**src/rtl/ssd_scan_ctrl_pkg.sv**
```systemverilog
// Shared constants for the seven-segment scan controller: active-low glyphs,
// blank pattern and anode idle level.
package ssd_pkg;

    localparam logic [6:0] SEG_OFF = 7'b1111111;
    localparam logic       AN_IDLE = 1'b1;

    // abcdefg, a = bit 6, active-low
    localparam logic [6:0] GLYPH_0 = 7'b0000001;
    localparam logic [6:0] GLYPH_1 = 7'b1001111;
    localparam logic [6:0] GLYPH_2 = 7'b0010010;
    localparam logic [6:0] GLYPH_3 = 7'b0000110;
    localparam logic [6:0] GLYPH_4 = 7'b1001100;
    localparam logic [6:0] GLYPH_5 = 7'b0100100;
    localparam logic [6:0] GLYPH_6 = 7'b0100000;
    localparam logic [6:0] GLYPH_7 = 7'b0001111;
    localparam logic [6:0] GLYPH_8 = 7'b0000000;
    localparam logic [6:0] GLYPH_9 = 7'b0000100;
    localparam logic [6:0] GLYPH_A = 7'b0001000;
    localparam logic [6:0] GLYPH_B = 7'b1100000;
    localparam logic [6:0] GLYPH_C = 7'b0110001;
    localparam logic [6:0] GLYPH_D = 7'b1000010;
    localparam logic [6:0] GLYPH_E = 7'b0110000;
    localparam logic [6:0] GLYPH_F = 7'b0111000;

    function automatic logic [6:0] hex_glyph(input logic [3:0] nib);
        case (nib)
            4'h0: return GLYPH_0;
            4'h1: return GLYPH_1;
            4'h2: return GLYPH_2;
            4'h3: return GLYPH_3;
            4'h4: return GLYPH_4;
            4'h5: return GLYPH_5;
            4'h6: return GLYPH_6;
            4'h7: return GLYPH_7;
            4'h8: return GLYPH_8;
            4'h9: return GLYPH_9;
            4'hA: return GLYPH_A;
            4'hB: return GLYPH_B;
            4'hC: return GLYPH_C;
            4'hD: return GLYPH_D;
            4'hE: return GLYPH_E;
            default: return GLYPH_F;
        endcase
    endfunction

endpackage

```
**src/rtl/ssd_scan_ctrl_hex7_decode.sv**
```systemverilog
// Combinational nibble to active-low abcdefg decoder; blank when not enabled.
module hex7_decode
    import ssd_pkg::*;
(
    input  logic [3:0] nibble,
    input  logic       en,
    output logic [6:0] seg
);

    always_comb begin
        seg = SEG_OFF;
        if (en) seg = hex_glyph(nibble);
    end

endmodule

```
**src/rtl/ssd_scan_ctrl.sv**
```systemverilog
// Multiplexed N-digit common-anode display scanner with frame snapshots,
// per-digit enable, decimal points, leading-zero blanking and PWM dimming.
module ssd_scan_ctrl
    import ssd_pkg::*;
#(
    parameter int N_DIGITS  = 4,
    parameter int TICK_LOG2 = 16
) (
    input  logic                  clk,
    input  logic                  rst,
    input  logic [4*N_DIGITS-1:0] value,
    input  logic [N_DIGITS-1:0]   dp,
    input  logic [N_DIGITS-1:0]   digit_en,
    input  logic                  lz_blank,
    input  logic [3:0]            brightness,
    output logic [6:0]            seg,
    output logic                  dp_n,
    output logic [N_DIGITS-1:0]   an,
    output logic                  frame_start
);

    localparam int IDX_W = (N_DIGITS > 1) ? $clog2(N_DIGITS) : 1;
    localparam logic [IDX_W-1:0] IDX_LAST = IDX_W'(N_DIGITS - 1);

    logic [TICK_LOG2-1:0]  tick;
    logic [IDX_W-1:0]      idx;
    logic                  first;
    logic [4*N_DIGITS-1:0] snap_val;
    logic [N_DIGITS-1:0]   snap_dp;
    logic [N_DIGITS-1:0]   snap_en;
    logic                  snap_lz;

    logic tick_wrap;
    logic frame_wrap;
    assign tick_wrap  = &tick;
    assign frame_wrap = tick_wrap && (idx == IDX_LAST);

    always_ff @(posedge clk) begin
        if (rst) begin
            tick     <= '0;
            idx      <= '0;
            first    <= 1'b1;
            snap_val <= '0;
            snap_dp  <= '0;
            snap_en  <= '0;
            snap_lz  <= 1'b0;
        end else begin
            tick  <= tick + 1'b1;
            first <= 1'b0;
            if (tick_wrap) idx <= (idx == IDX_LAST) ? '0 : idx + 1'b1;
            if (first || frame_wrap) begin
                snap_val <= value;
                snap_dp  <= dp;
                snap_en  <= digit_en;
                snap_lz  <= lz_blank;
            end
        end
    end

    // The first cycle after reset displays digit 0 from the snapshot being
    // loaded in that same cycle, so bypass the not-yet-loaded registers.
    logic [4*N_DIGITS-1:0] cur_val;
    logic [N_DIGITS-1:0]   cur_dp;
    logic [N_DIGITS-1:0]   cur_en;
    logic                  cur_lz;
    assign cur_val = first ? value    : snap_val;
    assign cur_dp  = first ? dp       : snap_dp;
    assign cur_en  = first ? digit_en : snap_en;
    assign cur_lz  = first ? lz_blank : snap_lz;

    logic [N_DIGITS-1:0] lz_mask;
    logic                upper_zero;
    always_comb begin
        lz_mask    = '0;
        upper_zero = 1'b1;
        for (int i = N_DIGITS - 1; i >= 1; i--) begin
            upper_zero = upper_zero && (cur_val[4*i +: 4] == 4'h0);
            lz_mask[i] = cur_lz && upper_zero;
        end
    end

    logic [3:0] nib_sel;
    logic       en_sel;
    logic       dp_sel;
    logic       blank_sel;
    always_comb begin
        nib_sel   = 4'h0;
        en_sel    = 1'b0;
        dp_sel    = 1'b0;
        blank_sel = 1'b0;
        for (int i = 0; i < N_DIGITS; i++) begin
            if (idx == IDX_W'(i)) begin
                nib_sel   = cur_val[4*i +: 4];
                en_sel    = cur_en[i];
                dp_sel    = cur_dp[i];
                blank_sel = lz_mask[i];
            end
        end
    end

    logic pwm_on;
    logic show;
    assign pwm_on = (brightness == 4'hF) || (tick[TICK_LOG2-1 -: 4] < brightness);
    assign show   = pwm_on && en_sel && !blank_sel;

    logic [6:0] seg_dec;
    hex7_decode u_dec (
        .nibble (nib_sel),
        .en     (show),
        .seg    (seg_dec)
    );

    logic [N_DIGITS-1:0] an_next;
    always_comb begin
        an_next = {N_DIGITS{AN_IDLE}};
        for (int i = 0; i < N_DIGITS; i++) begin
            if (show && (idx == IDX_W'(i))) an_next[i] = ~AN_IDLE;
        end
    end

    always_ff @(posedge clk) begin
        if (rst) begin
            seg         <= SEG_OFF;
            dp_n        <= 1'b1;
            an          <= {N_DIGITS{AN_IDLE}};
            frame_start <= 1'b0;
        end else begin
            seg         <= seg_dec;
            dp_n        <= ~(show && dp_sel);
            an          <= an_next;
            frame_start <= (tick == '0) && (idx == '0);
        end
    end

endmodule

```
**config.mk**
```make
export PLATFORM = sky130hd
export DESIGN_NAME = ssd_scan_ctrl
export DESIGN_NICKNAME = d
export VERILOG_FILES = /design/src/rtl/ssd_scan_ctrl_pkg.sv /design/src/rtl/ssd_scan_ctrl_hex7_decode.sv /design/src/rtl/ssd_scan_ctrl.sv
export SDC_FILE = /design/constraint.sdc
export NUM_CORES = 1
export LEC_CHECK = 0
export BUFFER_PORTS_ARGS = -buffer_cell sky130_fd_sc_hd__buf_4
export CAP_MARGIN = 20
export CORE_MARGIN = 4
export CORE_UTILIZATION = 25
export CTS_CLUSTER_SIZE = 20
export DETAILED_ROUTE_END_ITERATION = 10
export PLACE_DENSITY = 0.48
export RECOVER_POWER = 50
export SYNTH_ARGS = -nofsm -noshare
export SYNTH_HDL_FRONTEND = slang
export SYNTH_SLANG_ARGS = --single-unit
export TNS_END_PERCENT = 20
```
**constraint.sdc**
```tcl
create_clock -name clk -period 6.9 [get_ports clk]
set_input_delay 0 -clock clk [delete_from_list [all_inputs] [get_ports clk]]
set_output_delay 0 -clock clk [all_outputs]
set_load 0.005 [all_outputs]
```
Yosys cells after proc, flatten, opt, wreduce, memory -nomap -nowiden
Memories as Yosys holds them, arrays and structs flattened. A register that Yosys moved wholly into a read port is not among the register bits.
Index checks and enable logic that the tools add are counted.
W data, S select, Z words.
{"block": "word_totals", "ff_bits": 50, "romBits": 112, "in_bits": 31, "out_inout_bits": 13, "wordCells": 69, "n_memories": 1}
{"block": "op_classes", "addsub": 2, "magnitude_cmp": 1, "eq_ne": 4, "mux": 25, "n_bitwise": 2, "reduce_logical": 24}
{"memory": "(name not given)", "words": 16, "word_bits": 7, "read_ports": 1, "rd_clocked_by_memory_dff": 1, "wr": 0, "line_no": "ssd_scan_ctrl_pkg.sv:27", "text": "case (nib)"}
{"cell": "$mux W4", "count": 6}
{"cell": "$mux W1", "count": 17}
{"cell": "$add A16 B1 Y16 const B", "count": 1}
{"cell": "$logic_not A16 Y1", "count": 1}
{"cell": "$mux W16", "count": 1}
{"cell": "$reduce_and A16 Y1", "count": 1}
{"cell": "$logic_and A1 B1 Y1", "count": 14}
{"cell": "$logic_not A4 Y1", "count": 3}
{"cell": "$eq A2 B2 Y1 const B", "count": 2}
{"cell": "$eq A4 B4 Y1 const B", "count": 1}
{"cell": "$lt A4 B4 Y1", "count": 1}
{"cell": "$add A2 B1 Y2 const B", "count": 1}
{"cell": "$eq A2 B1 Y1 const B", "count": 1}
{"cell": "$logic_not A2 Y1", "count": 1}
{"cell": "$logic_or A1 B1 Y1", "count": 2}
{"cell": "$mux W2", "count": 1}
{"cell": "$not A1 Y1", "count": 2}
{"cell": "$reduce_or A2 Y1", "count": 1}
{"cell": "$logic_not A1 Y1", "count": 1}

Longest topological paths before layout
Gate-level depths: netlist (run 1).
{"block": "logic_depth", "word_depth": 12, "depth_mapped": 11}

Hierarchy
A second synthesis (run 1) with hierarchy kept.
{"block": "unflattened", "hier_cells": 367, "area_unflattened_um2": 3399.5}
{"module": "ssd_scan_ctrl", "instances": 1, "cells_each": 328, "area_per_inst_um2": 3075.4}
{"module": "hex7_decode", "instances": 1, "cells_each": 39, "area_per_inst_um2": 324.1}

Least setup slack after synthesis (run 1)
OpenSTA, ideal clock, no wires.
{"block": "synth_path", "path_type": "reg-to-reg", "start": "register idx[1]", "end": "register seg[2]", "setup_time_ns": 0.129, "arrival_time_ns": 2.085, "required_time_ns": 6.771, "path_slack_ns": 4.686, "stages_incl_launch_ff": 12, "period_less_slack_ns": 2.214, "cell_sequence": "dfxtp_1 > inv_1 > ha_1 > nand2b_1 > o22ai_1 > nor2_1 > a221oi_2 > inv_1 > ha_1 > mux2_2 > nand2_1 > o211ai_1"}
{"block": "synth_between", "elab_chain_len": 9, "word_cells_on_any_way": 20, "cone_classes": "3 x eq/ne; 11 x mux; 1 x bitwise; 5 x reduce/logical"}
{"element": "from (decl)", "line_no": "ssd_scan_ctrl.sv:26", "text": "logic [IDX_W-1:0] idx;"}
{"element": "from (signal assigned)", "line_no": "ssd_scan_ctrl.sv:50", "text": "if (tick_wrap) idx <= (idx == IDX_LAST) ? '0 : idx + 1'b1;"}
{"element": "$logic_not A2 Y1", "line_no": "ssd_scan_ctrl.sv:92", "text": "if (idx == IDX_W'(i)) begin"}
{"element": "$mux W1 (4 in a row)", "line_no": "ssd_scan_ctrl.sv:92"}
{"element": "$logic_and A1 B1 Y1 (2 in a row)", "line_no": "ssd_scan_ctrl.sv:104", "text": "assign show = pwm_on && en_sel && !blank_sel;"}
{"element": "$not A1 Y1 (no line)"}
{"element": "$reduce_or A2 Y1 (no line)"}
{"element": "to (decl)", "line_no": "ssd_scan_ctrl.sv:16", "text": "output logic [6:0] seg,"}
Several ways; a longest one is shown, not always the timed one.
A chain may end at the register's enable or synchronous reset.

Final worst setup path (run 1)
{"block": "layout_path", "start": "register first", "end": "register seg[2]"}
{"block": "layout_between", "elab_chain_len": 12, "word_cells_on_any_way": 27, "cone_classes": "14 x mux; 1 x bitwise; 12 x reduce/logical"}
{"element": "from (decl)", "line_no": "ssd_scan_ctrl.sv:27", "text": "logic first;"}
{"element": "from (signal assigned)", "line_no": "ssd_scan_ctrl.sv:42", "text": "first <= 1'b1;"}
{"element": "from (signal assigned)", "line_no": "ssd_scan_ctrl.sv:49", "text": "first <= 1'b0;"}
{"element": "$mux W16", "line_no": "ssd_scan_ctrl.sv:66", "text": "assign cur_val = first ? value : snap_val;"}
{"element": "$logic_not A4 Y1", "line_no": "ssd_scan_ctrl.sv:77", "text": "upper_zero = upper_zero && (cur_val[4*i +: 4] == 4'h0);"}
{"element": "$logic_and A1 B1 Y1 (2 in a row)", "line_no": "ssd_scan_ctrl.sv:77"}
{"element": "$logic_and A1 B1 Y1", "line_no": "ssd_scan_ctrl.sv:78", "text": "lz_mask[i] = cur_lz && upper_zero;"}
{"element": "$mux W1 (3 in a row)", "line_no": "ssd_scan_ctrl.sv:92"}
{"element": "$logic_not A1 Y1", "line_no": "ssd_scan_ctrl.sv:104"}
{"element": "$logic_and A1 B1 Y1", "line_no": "ssd_scan_ctrl.sv:104"}
{"element": "$not A1 Y1 (no line)"}
{"element": "$reduce_or A2 Y1 (no line)"}
Several ways; a longest one is shown, not always the timed one.

==> qor.yml, run 1 <==
logic_synthesis:
  synth_cells: 342
  synth_adder_area_share_pct: 6.00
  yosysWarnings: 0
  synthXorXnorAreaFrac_pct: 3.00
  synthSimpleGateAreaFrac_pct: 21.0
  synth.avg_cell_area_sq_um: 8.54
  synth_flop_cell: "dfxtp_1"
  netlist_area_sq_mm: 0.00292
  synthArstFlopShare_pct: 0
  ys_seq_elements: 57
  synth-compound-area-share_pct: 14.9
  synth_edf_count: 0
  synth_top_family_by_area: "simple AND/OR/NAND/NOR gates"
  synth-seq-area-share_pct: 39.1
  synthMuxAreaShare_pct: 10.4
  syn_nets: 387
  yosysUniqueCellTypes: 48
critical_path:
  arrival_ns: 2.93
  critPathSlowestCell: "dfxtp_1"
  worstRegToRegCells: 10
  cp.required_ns: 7.05
  crit_family: "compound AO/OA/AOI/OAI gates"
  critical_path_buf_inv_count: 2
  crit_path_end_kind: "register"
  crit_type: "reg -> reg"
  path_depth: 10
  crit_path_start_kind: "register"
  slowest_delay_ns: 0.55
  crit_chain: "buf_4, mux2i_1, o22ai_1, nor2_1, a221oi_2, inv_1, ha_1, mux2_2, nand2_1, o211ai_1"
  cp_max_fo: 23
sta:
  period_needed_ns: 2.79
  fmax_ghz: 0.359
  hold_ws_ns: 0.382
  finalClockSkew_ns: 0.00946
  worst_slew_pin_slew_ns: 2.11
  finalSetupTns_ns: 0
  hold_viol: 0
  maxSlewViolCount: 47
  relSlewSlack_pct: -40.9
  setup_viol: 0
  period_share_pct: 40.4
  rsz0062_at_grt: "no"
status:
  status: "complete, but fails checks"
  violations: "capacitance limit, slew limit"
clocking:
  hold_buffers: 25
  cts_max_level: 3
  clockBufferDepth: 2
  cts_tree: "done"
  clkLatencyLatePin_ns: 0.33
  cts_buffers: 9
  cts_resized: 0
  root_buffer: "clkbuf_16"
  clock-sinks: 57
  post_cts_buffers: 0
  clk_pin_slew_worst_paths_ns: 0.05
power:
  switching_power_w: 0.000222
  peakVddDrop_mv: 0.111
  p_sw_share_pct: 25.7
  power.leakage_nw: 1.52
  power.share.clock_pct: 47.4
  pwr-share-comb_pct: 11.7
  powerDensity_mw_per_mm2: 224
  internal_power_w: 0.000639
  power_frac_seq_pct: 40.9
  p_total_w: 0.000861
cells_and_area:
  mostFrequentLayoutCell: "nand2_1"
  final_cell_mix: "68 x nand2_1, 57 x dfxtp_1, 32 x a21oi_1"
  fin_util_pct: 33.6
  diodes: 0
  n_fill_cell: 1222
  syn2layout_area_growth_pct: 31.4
  layout-drive-gt1-share_pct: 15.6
  num-nets-final: 450
  fin_cells: 553
grt:
  grt_pass1_vias: 2507
  grt_pass1_wl_um: 11900
  grtUsageTotal_pct: 11.1
  antenna_found_initial: 0
  grt_max_degree: 47
  grt_overflow: 0
hold_path:
  holdPathStages: 6
  min_path_type: "in -> reg"
die:
  die_area_sq_mm: 0.0135
  die_h_um: 116
  core_sq_mm: 0.0114
  pin_count: 44
  start_util_pct: 25.6
  rows: 39
  die_x_um: 116
placed_design:
  gp_congestion: 0.788
  dp_hpwl_um: 5140
  portBuffers: 43
  place_inst: 511
routing:
  ant_nets: 0
  post_drt_wl_per_cell_um: 12.8
  drc_errors: 0
  drt_iter0_markers: 142
  vias: 2507
  drt-total-wl_um: 7090
  first_pass_iters: 4
  viasPerCell: 4.53
job:
  cap_violations: 1
==> metal layers <==
| metal | vias to the layer above | share of wire (%) | global-route usage, % |
|---|---|---|---|
| li1 | 1326 | - | - |
| met1 | 1132 | 48 | 14.0 |
| met2 | 37 | 47 | 18.5 |
| met3 | 12 | 3.7 | 2.64 |
| met4 | 0 | 1.4 | 4.18 |
| met5 | - | 0 | 0 |
==> registers in the layout, indices dropped and copies added, names as in the netlist <==
register and count:
idx 2, dp_n 1, tick 16, snap_lz 1
first 1, frame_start 1, snap_en 4, seg 7
an 4, snap_val 16, snap_dp 4
==> cell type report <==
class	count	area (sq um)	area share, %
clock buffers	9	225	5.87
repair buffers	70	588	15.3
well taps	143	179	4.66
multi-input cells	254	1600	41.7
clock inverters	7	56.3	1.47
inverters	13	48.8	1.27
flip-flops and latches	57	1140	29.7
==> final timing paths <==
path                               startpoint    endpoint  slack [ns]
worst min-delay path            brightness[2]       an[0]        0.38
worst max-delay path                    first      seg[2]        4.12
worst max register to register          first      seg[2]        4.12
worst min register to register     snap_en[1]  snap_en[1]        0.45
==> cell families (layout without fill, tap and decap cells) <==
logic type               after synthesis  count (layout)
flip-flops                            57              57
multiplexers                          30              30
XOR/XNOR                              10              10
AO/OA/AOI/OAI                         69              69
buffers and inverters                 31              99
adder cells (fa/ha/maj)               14              14
AND/OR/NAND/NOR                      131             131
==> cell usage after synthesis, types with 2 or more instances <==
master / number / area share [%]
nand2_1: 68 / 8.7
dfxtp_1: 57 / 39
a21oi_1: 32 / 5.5
mux2i_1: 28 / 9.6
nor2_1: 23 / 3.0
ha_1: 14 / 6.0
inv_1: 13 / 1.7
o21ai_0: 7 / 1.2
xor2_1: 7 / 2.1
clkbuf_1: 6 / 0.77
nor4_1: 6 / 1.3
buf_6: 5 / 1.9
nand3_1: 5 / 0.86
o211ai_1: 5 / 1.3
o22ai_1: 5 / 1.1
nand2b_1: 4 / 0.86
nor3_1: 4 / 0.69
o21ai_1: 4 / 0.69
or3_1: 4 / 0.86
buf_2: 3 / 0.51
nand4_1: 3 / 0.64
nor2b_1: 3 / 0.64
xnor2_1: 3 / 0.90
a22oi_1: 2 / 0.51
buf_1: 2 / 0.26
buf_4: 2 / 0.51
nor4_2: 2 / 0.86
nor4b_1: 2 / 0.60
o221ai_1: 2 / 0.60
o32ai_1: 2 / 0.60
or2_1: 2 / 0.43
==> worst min-delay path, stage by stage <==
cell and delay (ns):
buf_4 0.11, nand4_1 0.06, o21ai_0 0.07, nor2_1 0.17
nor4_2 0.17, nand2_1 0.09
==> power groups by stage <==
stage	Combinational [W]	Sequential, W	Clock [W]
finish	0.000101	0.000352	0.000408
global route	0.000113	0.000353	0.000439
CTS	0.000102	0.000352	0.000419
detailed placement	0.0000907	0.000359	0
global placement	0.0000902	0.000359	0
floorplan	0.0000587	0.000356	0
==> through the flow <==
step | instance area (sq um) | setup slack [ns]
after floorplan | 2920 | 4.69
after global placement | 3310 | 4.24
after detailed placement | 3310 | 4.12
after CTS | 3850 | 4.10
after global routing | 3840 | 3.76
final | 3840 | 4.12
Power figures use the tool's default switching activity.
==> run 2, diff against run 1 <==
==> constraint.sdc (replaced) <==
create_clock -name clk -period 2.7 [get_ports clk]
set_input_delay 0 -clock clk [delete_from_list [all_inputs] [get_ports clk]]
set_output_delay 0 -clock clk [all_outputs]
set_load 0.005 [all_outputs]
==> run 2 against run 1 <==
  * Sequential share of layout area shrank 0.31 points
  * Design area grew 1.0%
  * Fmax grew 17%
  * Routed wire length grew 3.5%
  * Largest cell class unchanged
  * Critical path depth grew 1
  * Via count grew 3.3%
  * The run still ends with capacitance limit, slew limit left
==> qor.yml, run 2 (synthesized netlist as in run 1, its figures left out) <==
placed_design:
  dp_hpwl_um: 5380  # +4.7%
  place_area_sq_mm: 0.00336  # +1.4%
  gp_congestion: 0.820  # +4.1%
  portBuffers: 43  # unchanged
clocking:
  cts_resized: 0  # unchanged
  clock-sinks: 57  # unchanged
  cts_max_level: 3  # unchanged
  clk_pin_slew_worst_paths_ns: 0.05  # about the same
  clockBufferDepth: 2  # unchanged
  clkLatencyLatePin_ns: 0.32  # about the same
  cts_buffers: 9  # unchanged
  cts_tree: "done"
  root_buffer: "clkbuf_16"
critical_path:
  crit_chain: "inv_1, ha_1, nand2b_1, o22ai_1, nor2_1, a221oi_2, inv_1, ha_1, mux2_2, nand2_1, o211ai_1"
  cp.required_ns: 2.86  # -4.19 ns
  setup.worst_path.start: "idx[1]"
  crit_path_end_kind: "register"
  crit_path_start_kind: "register"
  rr_endpoint: "seg[2]"
  rr_startpoint: "idx[1]"
  slowest_delay_ns: 0.38  # -0.17 ns
  crit_type: "reg -> reg"
  cp_max_fo: 6  # -74%
  arrival_ns: 2.55  # -0.38 ns
  worstRegToRegCells: 11  # +1
  r2r_setup_slack_ns: 0.32  # -3.80 ns
  critPathSlowestCell: "dfxtp_1"
grt:
  grtUsageTotal_pct: 11.6  # +0.51 points
  met2_usage_pct: 19.7  # +1.2 points
  antenna_found_initial: 0  # unchanged
  grt_use_met3_pct: 3.21  # +0.57 points
  grt_overflow: 0  # unchanged
  grtUsageMet1_pct: 14.1  # +0.060 points
  busiest_layer: "met2"
  grt_pass1_vias: 2520  # +0.52%
  grt_max_degree: 47  # unchanged
  grt_pass1_wl_um: 12300  # +3.1%
die:
  die_x_um: 116  # unchanged
  start_util_pct: 25.6  # unchanged
  pin_count: 44  # unchanged
  core_sq_mm: 0.0114  # unchanged
  rows: 39  # unchanged
  die_h_um: 116  # unchanged
  die_area_sq_mm: 0.0135  # unchanged
hold_path:
  holdCritStartpoint: "snap_en[2]"
  min_path_type: "reg -> reg"
  min_to: "snap_en[2]"
  holdPathStages: 2  # -4
job:
  cap_violations: 1  # unchanged
cells_and_area:
  fin_area_sq_mm: 0.00388  # +1.0%
  reg_top3: "snap_val: 16 flops, tick: 16 flops, seg: 7 flops"
  mostFrequentLayoutCell: "nand2_1"
  layout-drive-gt1-share_pct: 16.6  # +1.0 points
  diodes: 0  # unchanged
  syn2layout_area_growth_pct: 32.8
  num-nets-final: 455  # +1.1%
  final_cell_mix: "68 x nand2_1, 57 x dfxtp_1, 34 x buf_4"
sta:
  finalClockSkew_ns: 0.00960  # +0.000146 ns
  rsz0062_at_grt: "no"
  worst_slew_pin_slew_ns: 2.07  # -0.0438 ns
  maxSlewViolCount: 47  # unchanged
  relSlewSlack_pct: -38.0  # +2.9 points
  period_share_pct: 88.2  # +48 points
  hold_viol: 0  # unchanged
  setup_viol: 0  # unchanged
  fmax_ghz: 0.420  # +17%
  hold_ws_ns: 0.448  # +0.0659 ns
  period_needed_ns: 2.38  # -0.402 ns
  finalSetupTns_ns: 0  # unchanged
status:
  status: "complete, but fails checks"
  violations: "capacitance limit, slew limit"
routing:
  ant_nets: 0  # unchanged
  drt_iter0_markers: 95  # -33%
  first_pass_iters: 5  # +1
  viasPerCell: 4.64  # +2.4%
  drc_errors: 0  # unchanged
  vias: 2590  # +3.3%
  drt-total-wl_um: 7340  # +3.5%
  post_drt_wl_per_cell_um: 13.1  # +2.6%
power:
  power.leakage_nw: 1.55  # +2.1%
  peakVddDrop_mv: 0.247  # +120%
  powerDensity_mw_per_mm2: 565  # +150%
[run 2: changes by cell type in the layout (fill, tap and decap cells not counted), moves of 2 or more]
cell / change
buf_4: +4
clkinv_2: +3
clkinvlp_4: -3
clkbuf_1: +2
[run 2: layout make-up]
type                            count  area [sq um]
Clock buffer                       11           243
Multi-Input combinational cell    254          1620
Timing Repair Buffer               75           622
Clock inverter                      5          31.3
Fill cell                        1230          7540
Sequential cell                    57          1140
Inverter                           13          48.8
Tap cell                          143           179
[run 2: routing by layer]
metal | vias up | wire [um]
met3 | 9 | 334
met4 | 0 | 110
met5 | - | 0
met2 | 55 | 3510
met1 | 1190 | 3390
li1 | 1336 | -
[run 2: power breakdown]
group	internal, W	leakage [nW]	total (W)	switching, W
Sequential	0.000878	0.467	0.000896	0.0000188
Combinational	0.000136	0.952	0.000268	0.000132
Clock	0.000641	0.135	0.00103	0.000385
[run 2: worst max path at each step]
stage                     depth (start not counted)     end
after floorplan                                  11  seg[2]
after global placement                            7  seg[1]
after detailed placement                          7  seg[0]
after CTS                                         7  seg[0]
after global routing                              7  seg[6]
final                                            11  seg[2]
[run 2: worst max-delay path, delay by kind of cell, from the launching register on]
| family | cells | cell delay [ns] |
|---|---|---|
| AOI/OAI and AO/OA | 3 | 0.54 |
| adders and majority gates | 2 | 0.48 |
| buffers and inverters | 2 | 0.18 |
| DFF | 1 | 0.38 |
| muxes | 1 | 0.27 |
| and+or+nand+nor | 3 | 0.37 |
[run 2: through the flow]
step,setup slack (ns),utilization (%),instances,total power [W]
2_1_floorplan,0.486,-,342,0.00106
3_5_place_dp,0.122,29.4,516,0.00116
3_3_place_gp,0.238,29.3,515,0.00116
6_report,0.317,34.0,558,0.00219
4_1_cts,0.106,34.0,557,0.00223
5_1_grt,0.0934,34.0,558,0.00229
[run 2: repair_timing]
item                      4_1_cts  5_1_grt
buffers inserted                0        0
hold buffers                   25        0
hold endpoints to repair       25        0
==> run 3, diff against run 2 <==
--- a/config.mk
+++ b/config.mk
@@ -5,13 +5,14 @@
 export SDC_FILE = /design/constraint.sdc
 export NUM_CORES = 1
 export LEC_CHECK = 0
+export ABC_AREA = 1
 export BUFFER_PORTS_ARGS = -buffer_cell sky130_fd_sc_hd__buf_4
 export CAP_MARGIN = 20
 export CORE_MARGIN = 4
 export CORE_UTILIZATION = 25
 export CTS_CLUSTER_SIZE = 20
 export DETAILED_ROUTE_END_ITERATION = 10
-export PLACE_DENSITY = 0.48
+export PLACE_DENSITY = 0.5
 export RECOVER_POWER = 50
 export SYNTH_ARGS = -nofsm -noshare
 export SYNTH_HDL_FRONTEND = slang
==> constraint.sdc (replaced) <==
create_clock -name clk -period 2 [get_ports clk]
set_input_delay 0 -clock clk [delete_from_list [all_inputs] [get_ports clk]]
set_output_delay 0 -clock clk [all_outputs]
set_load 0.005 [all_outputs]
==> run 3 against run 2 <==
  * The run still ends with capacitance limit, slew limit left
  * Routed wire length is 10% higher
  * Global-route usage is 0.23 points higher
  * Critical path depth is 1 higher
  * Sequential share of layout area is 2.6 points lower
  * Synthesized cell count is 34% higher
==> qor.yml, run 3 <==
die:
  core_sq_mm: 0.0121  # +6.1%
  rows: 40  # +2.6%
  pin_count: 44  # unchanged
  die_area_sq_mm: 0.0143  # +6.1%
  start_util_pct: 25.7  # +0.11 points
  die_h_um: 120  # +3.0%
  die_x_um: 120  # +3.0%
power:
  powerDensity_mw_per_mm2: 703  # +25%
  peakVddDrop_mv: 0.483  # +95%
  power.leakage_nw: 1.92  # +23%
status:
  violations: "capacitance limit, slew limit"
  status: "complete, but fails checks"
hold_path:
  min_path_type: "in -> reg"
logic_synthesis:
  synth_edf_count: 0  # unchanged
  yosysUniqueCellTypes: 31  # -35%
  ys_seq_elements: 57  # unchanged
  synthArstFlopShare_pct: 0  # unchanged
  yosys-top-cells-area: "dfxtp_1 37%, nand2_1 15%, nand3_1 9.7%"
  synth_top_area_share_pct: 36.7  # -2.4 points
  synth_area_leader_cell: "dfxtp_1"
  synth.top_cells.by_count: "126 x nand2_1, 60 x nand3_1, 57 x dfxtp_1"
  netlist_area_sq_mm: 0.00311  # +6.5%
  synth-seq-area-share_pct: 36.7  # -2.4 points
  syn_nets: 504  # +30%
  synthMostInstantiatedCell: "nand2_1"
  synth_cells: 459  # +34%
  synth.avg_cell_area_sq_um: 6.78  # -21%
  synth_flop_cell: "dfxtp_1"
  yosysWarnings: 0  # unchanged
cells_and_area:
  final_cell_mix: "126 x nand2_1, 60 x nand3_1, 54 x dfxtp_1"
  syn2layout_area_growth_pct: 37.4
  num-nets-final: 585  # +29%
  layout-drive-gt1-share_pct: 20.7  # +4.0 points
  fin_area_sq_mm: 0.00428  # +10%
  mostFrequentLayoutCell: "nand2_1"
  reg_top3: "snap_val: 16 flops, tick: 16 flops, seg: 7 flops"
  diodes: 0  # unchanged
  fin_cells: 710  # +27%
  n_fill_cell: 1324  # +7.6%
routing:
  ant_nets: 0  # unchanged
  drc_errors: 0  # unchanged
  vias: 3046  # +18%
  viasPerCell: 4.29  # -7.6%
  drt_iter0_markers: 173  # +82%
  drt-total-wl_um: 8110  # +10%
  first_pass_iters: 4  # -1
  post_drt_wl_per_cell_um: 11.4  # -13%
job:
  cap_violations: 1  # unchanged
sta:
  relSlewSlack_pct: -22.2  # +16 points
  period_share_pct: 95.2  # +7.0 points
  fmax_ghz: 0.525  # +25%
  finalClockSkew_ns: 0.00542  # -0.00419 ns
  rsz0062_at_grt: "yes"
  worst_slew_pin_slew_ns: 1.83  # -0.237 ns
  setup_viol: 0  # unchanged
  maxSlewViolCount: 40  # -15%
  period_needed_ns: 1.90  # -0.478 ns
  hold_ws_ns: 0.0405  # -0.408 ns
  hold_viol: 0  # unchanged
critical_path:
  cp.required_ns: 2.19  # -0.67 ns
  crit_path_start_kind: "register"
  crit_family: "simple AND/OR/NAND/NOR gates"
  slowest_delay_ns: 0.38  # about the same
  crit_top_cell: "nand2_1"
  critPathSlowestCell: "dfxtp_2"
  critical_path_buf_inv_count: 3  # +1
  arrival_ns: 2.09  # -0.46 ns
  cp_max_fo: 5  # -1
  crit_type: "reg -> reg"
  r2r_setup_slack_ns: 0.1  # -0.22 ns
  crit_chain: "buf_4, or2_2, o21ai_0, or2_2, nand2_1, inv_1, ha_1, inv_1, nand2_1, nand2_1, nand2_1, nand3_1"
  crit_path_end_kind: "register"
clocking:
  clock-sinks: 57  # unchanged
  cts_max_level: 3  # unchanged
  clk_pin_slew_worst_paths_ns: 0.05  # about the same
  clockBufferDepth: 2  # unchanged
  clkLatencyLatePin_ns: 0.33  # about the same
  cts_tree: "done"
  cts_buffers: 9  # unchanged
  root_buffer: "clkbuf_16"
grt:
  grt_pass1_vias: 2888  # +15%
  grt_overflow: 0  # unchanged
  grt_pass1_wl_um: 13600  # +11%
  antenna_found_initial: 0  # unchanged
  grtUsageTotal_pct: 11.9  # +0.23 points
  grt_max_degree: 40  # -15%
placed_design:
  dp_hpwl_um: 5920  # +10%
  place_area_sq_mm: 0.00370  # +10%
  place_inst: 671  # +30%
  portBuffers: 43  # unchanged
  gp_congestion: 0.829  # +1.1%
## run 3: cell count changes after synthesis, sizes merged, moves of 5 or more
cell    delta
nand2     +64
nand3     +56
inv       +38
mux2i     -28
nor2      +13
o21ai     +12
or2       +10
a21oi      +5
nor4       -5
o211ai     -5
o22ai      -5
xor2       -5
## run 3: layout make-up
type                       instances  area [sq um]  share of cell area [%]
multi-input combinational        334          1730                    40.3
sequential                        57          1150                    26.8
timing repair buffer              87           727                    17.0
clock buffer                      13           270                    6.32
tap                              168           210                    4.92
inverter                          51           196                    4.59
## run 3: logic make-up (layout without fill, tap and decap cells)
kind of cell | count (synthesis) | after routing | share of synthesized area (%)
xor+xnor | 3 | 3 | 0.845
flops | 57 | 57 | 36.7
buf+inv | 68 | 151 | 9.25
compound gates | 64 | 64 | 10.9
simple gates | 253 | 253 | 36.8
fa+ha+maj | 14 | 14 | 5.63
## run 3: path summary, 6_finish.rpt
path,from,endpoint,cells after the start
worst min-delay path,dp[2],snap_dp[2],5
worst max-delay path,first,seg[3],12
worst min register to register,tick[0],tick[0],1
worst max register to register,first,seg[3],12
## run 3: repair_timing
action,4_1_cts,5_1_grt
resized for setup,2,21
endpoints found under the hold margin,23,0
buffers inserted,0,3
cloned,0,0
pin swaps,0,5
hold buffers,23,0
setup endpoints to repair,2,14
## run 3: report_power, final
group	switching [W]	internal (W)	total, W
sequential	0.0000239	0.00119	0.00121
combinational	0.000209	0.000193	0.000402
clock	0.000479	0.000915	0.00139
total	0.000712	0.00230	0.00301
## run 3: routing by layer
| layer | global-route usage (%) | wire length [um] | vias to the layer above |
|---|---|---|---|
| met5 | 0 | 0 | - |
| met1 | 14.4 | 3740 | 1341 |
| met2 | 19.6 | 3860 | 58 |
| li1 | - | - | 1637 |
| met4 | 4.08 | 111 | 0 |
| met3 | 4.01 | 397 | 10 |
## run 3: tightest hold or removal path, cell delays in order
cell and delay [ns]:
buf_4 0.08, inv_1 0.04, nand2_1 0.05, o21ai_0 0.07, nor2_1 0.08
## run 3: stage by stage
step,utilization (%),total power [W],setup WS (ns),TNS [ns]
finish,35.3,0.00301,0.0953,0
global route,35.3,0.00317,-0.0364,-0.408
CTS,34.7,0.00306,0.00249,0
detailed placement,30.5,0.00160,-0.0152,-0.0156
global placement,30.5,0.00159,0.0644,0
floorplan,-,0.00145,0.0402,0
